**src/rtl/operand_entry.sv**
```systemverilog
// Keypad operand entry: turns synchronized key events into registered operands x/y and operator op.
// Latency: a key event is consumed on the 3rd rising edge that samples pressed=1; outputs update on that edge.
// Backpressure: none; one event per pressed low->high transition, and pressed must stay low >=2 edges between keys.
// Optional feature: OPERAND_ENTRY_AUTOSWAP_EN moves the selection to Y after a full-length digit commit to X.
module operand_entry #(
    parameter int DIGITS = 2,
    parameter int W      = 7
) (
    input  logic         clk,
    input  logic         rst_n,
    input  logic [3:0]   num,
    input  logic         pressed,
    output logic [W-1:0] x,
    output logic [W-1:0] y,
    output logic [1:0]   op,
    output logic         ledX,
    output logic         ledY,
    output logic         commit
);

    localparam int CW = $clog2(DIGITS + 1);
    localparam logic [63:0] MAX_VAL = (64'd10 ** DIGITS) - 64'd1;
    localparam logic [63:0] MAX_REP = (64'd1 << W) - 64'd1;

    // Reject parameter sets where the largest DIGITS-digit number does not fit in W bits.
    generate
        if (DIGITS < 1 || MAX_VAL > MAX_REP) begin : g_bad_params
            $error("operand_entry: illegal DIGITS/W combination");
        end
    endgenerate

    typedef enum logic {S_IDLE = 1'b0, S_ENTRY = 1'b1} state_t;

    state_t         state_q, state_d;
    logic           sync1_q, sync2_q, prev_q;
    logic           sel_q, sel_d;
    logic [W-1:0]   acc_q, acc_d;
    logic [CW-1:0]  cnt_q, cnt_d;
    logic [W-1:0]   x_q, x_d;
    logic [W-1:0]   y_q, y_d;
    logic [1:0]     op_q, op_d;
    logic           commit_q, commit_d;

    logic           key_evt;
    logic           in_entry;
    logic           last_digit;
    logic [W+3:0]   mac;
    logic           wr_en;
    logic [W-1:0]   wr_val;

    assign key_evt    = sync2_q & ~prev_q;
    assign in_entry   = (state_q == S_ENTRY);
    assign last_digit = (cnt_q == CW'(DIGITS - 1));
    assign mac        = ({4'b0000, acc_q} * (W+4)'(10)) + {{W{1'b0}}, num};

    // Two-flop synchronizer for the raw press level plus the edge-detect history flop.
    always_ff @(posedge clk or negedge rst_n) begin
        if (!rst_n) begin
            sync1_q <= 1'b0;
            sync2_q <= 1'b0;
            prev_q  <= 1'b0;
        end else begin
            sync1_q <= pressed;
            sync2_q <= sync1_q;
            prev_q  <= sync2_q;
        end
    end

    // FSM state register together with the datapath registers it controls.
    always_ff @(posedge clk or negedge rst_n) begin
        if (!rst_n) begin
            state_q  <= S_IDLE;
            sel_q    <= 1'b0;
            acc_q    <= '0;
            cnt_q    <= '0;
            x_q      <= '0;
            y_q      <= '0;
            op_q     <= 2'd0;
            commit_q <= 1'b0;
        end else begin
            state_q  <= state_d;
            sel_q    <= sel_d;
            acc_q    <= acc_d;
            cnt_q    <= cnt_d;
            x_q      <= x_d;
            y_q      <= y_d;
            op_q     <= op_d;
            commit_q <= commit_d;
        end
    end

    // Next-state logic: decode the consumed key and decide accumulate / commit / select.
    always_comb begin
        sel_d    = sel_q;
        acc_d    = acc_q;
        cnt_d    = cnt_q;
        x_d      = x_q;
        y_d      = y_q;
        op_d     = op_q;
        wr_en    = 1'b0;
        wr_val   = acc_q;
        if (key_evt) begin
            if (num <= 4'd9) begin
                if (last_digit) begin
                    wr_en  = 1'b1;
                    wr_val = mac[W-1:0];
                    acc_d  = '0;
                    cnt_d  = '0;
`ifdef OPERAND_ENTRY_AUTOSWAP_EN
                    // Only a completed X operand hands entry over to Y.
                    if (!sel_q) begin
                        sel_d = 1'b1;
                    end
`endif
                end else begin
                    acc_d = mac[W-1:0];
                    cnt_d = cnt_q + CW'(1);
                end
            end else if (num <= 4'd13) begin
                // A partially typed operand is committed as-is when an operator arrives.
                wr_en = in_entry;
                acc_d = '0;
                cnt_d = '0;
                case (num)
                    4'd10:   op_d = 2'd1;
                    4'd11:   op_d = 2'd2;
                    4'd12:   op_d = 2'd3;
                    default: op_d = 2'd0;
                endcase
            end else begin
                // Partial entry lands in the operand selected before the switch.
                wr_en = in_entry;
                sel_d = num[0];
                acc_d = '0;
                cnt_d = '0;
            end
        end
        if (wr_en) begin
            if (sel_q) begin
                y_d = wr_val;
            end else begin
                x_d = wr_val;
            end
        end
        commit_d = wr_en;
    end

    // FSM next state: ENTRY whenever digits are pending in the accumulator.
    always_comb begin
        state_d = (cnt_d == '0) ? S_IDLE : S_ENTRY;
    end

    // Output decode: target LEDs follow the selection directly.
    always_comb begin
        ledX = ~sel_q;
        ledY = sel_q;
    end

    assign x      = x_q;
    assign y      = y_q;
    assign op     = op_q;
    assign commit = commit_q;

endmodule

```
**config.mk**
```make
export PLATFORM = sky130hd
export DESIGN_NAME = operand_entry
export DESIGN_NICKNAME = d
export VERILOG_FILES = /design/src/rtl/operand_entry.sv
export SDC_FILE = /design/constraint.sdc
export NUM_CORES = 1
export LEC_CHECK = 0
export BUFFER_PORTS_ARGS = -buffer_cell sky130_fd_sc_hd__clkbuf_2
export CORE_MARGIN = 2
export CORE_UTILIZATION = 40
export CTS_CLUSTER_DIAMETER = 40
export CTS_CLUSTER_SIZE = 25
export DETAILED_ROUTE_END_ITERATION = 7
export PLACE_DENSITY = 0.67
export SYNTH_ARGS = -nofsm -noshare
export SYNTH_HDL_FRONTEND = slang
export SYNTH_SLANG_ARGS = --single-unit
```
**constraint.sdc**
```tcl
create_clock -name clk -period 2.36 [get_ports clk]
set_input_delay 0.118 -clock clk [delete_from_list [all_inputs] [get_ports clk]]
set_output_delay 0.118 -clock clk [all_outputs]
set_load 0.1 [all_outputs]
```
## Word level (Yosys, flattened, before mapping)

Index checks and enable logic that the tools add are counted.

| storage, ports and cells | value |
|---|---|
| output and inout bits | 19 |
| input port bits | 7 |
| word-level logic and storage cells | 43 |
| bits in registers | 31 |

| operators by class | value |
|---|---|
| add/sub/neg operators | 2 |
| multipliers | 1 |
| muxes and demuxes | 13 |
| bitwise operators | 5 |
| eq/ne operators | 4 |
| reductions and logical operators | 5 |
| magnitude comparators | 2 |

Operators with widths:

| operator | number |
|---|---|
| $mux 7 | 5 |
| $eq 4x4->1 const B | 3 |
| $le 4x4->1 const B | 2 |
| $add 7x4->7 | 1 |
| $mul 7x3->6 const B | 1 |
| $mux 2 | 3 |
| $pmux 2 s3 | 1 |
| $reduce_and 3->1 | 2 |
| $mux 1 | 4 |
| $not 1->1 | 4 |
| $reduce_and 2->1 | 2 |
| $add 2x1->2 const B | 1 |
| $eq 2x1->1 const B | 1 |
| $logic_not 2->1 | 1 |
| $and 1x1->1 | 1 |

## Longest topological paths before layout

| depth | value |
|---|---|
| depth in word-level cells | 6 |
| depth in mapped cells | 9 |
| mapped depth without buffers | 9 |

## Worst setup path before layout

No wires, ideal clock.

| path | value |
|---|---|
| kind | register -> register |
| from | reg sel_q, in the netlist ledY |
| to | reg x_q[3], in the netlist x[3] |
| stages on the path, launching flop included | 4 |
| required time | 2234 ps |
| slack | 28 ps |
| clock period less this slack | 2332 ps |
| arrival | 2206 ps |
| library setup time | 126 ps |
| path buffers | 0 |
| cell sequence | dfrtp_1 > inv_1 > nand3_4 > mux2_2 |

| on the way | value |
|---|---|
| word-level cells in the longest chain between the ends | 2 |

RTL lines:

| element | line | RTL |
|---|---|---|
| start: declaration | 36 | `logic sel_q, sel_d;` |
| start signal: assignment | 82 | `sel_q <= sel_d;` |
| $not 1->1 (no line) | n/a |  |
| named net ledX | 16 | `output logic ledX,` |
| $reduce_and 2->1 (no line) | n/a |  |
| end signal: assignment | 76 | `x_q <= '0;` |
| end signal: assignment | 85 | `x_q <= x_d;` |
| end: declaration | 39 | `logic [W-1:0] x_q, x_d;` |

The timed path passes the listed nets, and every way through them passes these cells.
A chain may end at the register's enable or synchronous reset.

## Final worst setup path

| path | value |
|---|---|
| from | reg acc_q[1] |
| to | reg x_q[6], in the netlist x[6] |

| on the way | value |
|---|---|
| word-level cells in the longest chain between the ends | 5 |

RTL lines:

| element | line | RTL |
|---|---|---|
| start: declaration | 37 | `logic [W-1:0] acc_q, acc_d;` |
| start signal: assignment | 74 | `acc_q <= '0;` |
| start signal: assignment | 83 | `acc_q <= acc_d;` |
| $mul 7x3->6 | 54 | `assign mac = ({4'b0000, acc_q} * (W+4)'(10)) + {{W{1'b0}}, num};` |
| $add 7x4->7 | 54 |  |
| $mux 7 | 104 | `if (last_digit) begin` |
| $mux 7 | 103 | `if (num <= 4'd9) begin` |
| $mux 7 | 102 | `if (key_evt) begin` |

Every way passes these cells.

==> run_results.csv <==
group,metric,value,unit
outcome,status,"complete, no violations",
grt,grtUsageTotal,16.5,%
timing,tightestPinTransition,746,ps
placement,numPortBuffers,25,
synth,yosysTopAreaCell,"dfrtp_1",
final_layout,fillers,354,
final_layout,nets,184,
die,ios,26,
timing,finClkSkew,3.76,ps
synth,synth_cell_types,34,
timing,post-route-period-util,93.8,%
power_and_ir_drop,p_per_area,1380,nW/um2
final_layout,drive_above_1_share,29.8,%
synth,synth-edff-count,0,
flow_run,cap_violations,0,
setup_path,cpMostUsedCell,"ha_1",
timing,final-max-slew-violation-count,0,
clock_tree,numCtsBuffers,5,
routing,vias,1099,
die,die_y,66.8,um
setup_path,cp-start-kind,"flop",
setup_path,cp_slowest_cell,"fa_1",
routing,drtIter0Drc,51,
setup_path,worstRegToRegCells,9,
setup_path,cp_max_fo,2,
final_layout,most-common-layout-cells,"dfrtp_1, clkbuf_2, nand2_1, ha_1",
routing,wl,3030,um
synth,async_flop_share,100,%
die,coreArea,3720,um2
setup_path,r2r-end,"x[6]",
clock_tree,htreeDepth,2,
timing,setup_viol,0,
placement,dp_slack,34.5,ps
final_layout,register_area,776,um2
synth,synthCells,134,
timing,fmax,0.452,GHz
clock_tree,cts_max_path_buffers,2,
die,die_x,66.8,um
final_layout,multi_input_area,764,um2
final_layout,antenna_cells,0,
synth,synth_ff_type,"dfrtp_1",
synth,syn_avg_cell_area,11.8,um2
setup_path,r2r_setup_slack,150,ps
setup_path,worst_path_largest_cell_delay,430,ps
setup_path,reg2reg_from,"acc_q[1]",
power_and_ir_drop,cellLeakagePower,0.914,nW
clock_tree,root_buffer,"clkbuf_8",
setup_path,cp-end-kind,"flop",
routing,final_antenna_net_count,0,
setup_path,cp_cell_sequence,"ha_1 > ha_1 > inv_1 > fa_1 > nand2b_1 > a21oi_2 > xnor2_1 > nor2b_4 > o31ai_2",
synth,syn_nets,151,
placement,dpl.hpwl,2260,um
worst_hold_path,hold_class,"in2reg",
routing,vias_per_cell,5.09,
final_layout,layout_commonest_cell,"dfrtp_1",
timing,fin_crit,2210,ps
synth,synth-seq-area-share,49.2,%
setup_path,arrival,2380,ps
timing,timing.hold.ws,116,ps
setup_path,worstPathRequired,2520,ps
die,rows,22,
setup_path,worstSetupPathType,"reg2reg",
worst_hold_path,worstHoldStart,"num[0]",
synth,synth.top_cell.area_share,49.2,%
grt,grt_pass1_vias,1128,
worst_hold_path,min_to,"op[0]",
clock_tree,clk_pin_slew,60,ps
grt,grt_overflow,0,
grt,antenna_found_initial,0,
power_and_ir_drop,peakVddDrop,483,uV
synth,synth_seq_cells,31,
synth,syn-cell-area,1580,um2
worst_hold_path,hold-path-cell-count,2,
final_layout,post-route-util,50.2,%
grt,grt_max_degree,32,
routing,drt_pre_antenna_iters,4,
routing,wl_per_cell,14.0,um
clock_tree,cts_tree,"built",
routing,drc,0,
clock_tree,clkLatencyLatePin,280,ps
timing,slew_headroom,50.3,%
synth,ys_warn_count,0,
clock_tree,clock_sinks,31,
timing,fin_ws,146,ps
final_layout,area_growth,18.2,%
placement,gp_congestion,0.814,
grt,grt_pass1_wl,5270,um
synth,yosys-top-cells-area,"dfrtp_1, ha_1, nand2_1",
timing,hold_violations,0,
die,die_area,4460,um2
die,start_util,42.5,%
## report_power, final
group	leakage, nW	internal (mW)	switching [mW]
Sequential	0.406	0.676	0.0875
Combinational	0.465	0.306	1.10
Clock	0.0422	0.206	0.188
Total	0.914	1.19	1.38
## repair_timing
item                                   CTS  global route
setup endpoints to repair                0             2
hold buffers                             2             0
buffers inserted                         0             0
endpoints found under the hold margin   32             0
gates resized for setup                  0             3
## how the worst max path moves through the flow
| stage | from | slack, ps | to | depth (start not counted) |
|---|---|---|---|---|
| floorplan | ledY | 30 | x[3] | 3 |
| global placement | acc_q[1] | 110 | y[6] | 9 |
| detailed placement | acc_q[1] | 30 | y[6] | 9 |
| CTS | acc_q[1] | 20 | y[6] | 9 |
| global route | acc_q[1] | -10 | y[6] | 9 |
| finish | acc_q[1] | 150 | x[6] | 9 |
## final cells by class
class / instances / area share, %
Multi-Input combinational cell: 95 / 41.0
Sequential cell: 31 / 41.6
Clock buffer: 7 / 4.09
Inverter: 4 / 0.805
Timing Repair Buffer: 30 / 8.99
Tap cell: 48 / 3.22
Clock inverter: 1 / 0.268
## sequential cells by signal, indices dropped and copies added (netlist names)
name / flops
sync2_q: 1
y: 7
x: 7
acc_q: 7
commit: 1
op: 2
ledY: 1
in_entry: 1
sync1_q: 1
cnt_q: 2
prev_q: 1
## per-stage QoR
stage	total power [mW]	setup TNS, ps	instances	area, um2
4_1_cts	2.57	0	216	1850
3_5_place_dp	2.17	0	206	1750
6_report	2.57	0	216	1860
5_1_grt	2.70	-10.0	216	1860
2_1_floorplan	1.93	0	134	1580
3_3_place_gp	2.14	0	206	1750
## synthesized netlist by cell type (3+ instances only)
cell type,count
xnor2_1,7
o21ai_1,4
a22o_1,5
o21ai_0,7
nor2b_1,3
mux2_2,5
ha_1,8
nand2_1,18
mux2i_1,4
inv_1,4
o31ai_1,4
dfrtp_1,31
a21oi_1,3
nor2_1,3
## metal layers
| layer | vias up | share of wire, % | track usage, % |
|---|---|---|---|
| li1 | 529 | - | - |
| met1 | 540 | 45 | 20.3 |
| met2 | 28 | 49 | 26.3 |
| met3 | 2 | 5.6 | 6.59 |
| met4 | 0 | 0.26 | 5.36 |
| met5 | - | 0 | 0 |
## cell families (layout without fill, tap and decap cells)
kind of cell	count (synthesis)	in the layout	synth area share [%]
AO/OA/AOI/OAI	28	28	12.6
XOR/XNOR	8	8	4.44
adder cells (fa/ha/maj)	10	10	8.88
buffers and inverters	8	42	3.09
flip-flops	31	31	49.2
multiplexers	11	11	8.01
AND/OR/NAND/NOR	38	38	13.8
## critical path: cells and delay by family (launching register included)
kind	cells	cell delay (ps)
fa+ha+maj	3	910
buf+inv	1	60
flops	1	380
simple gates	2	380
xor+xnor	1	170
compound gates	2	190
(Power assumes the default switching activity.)
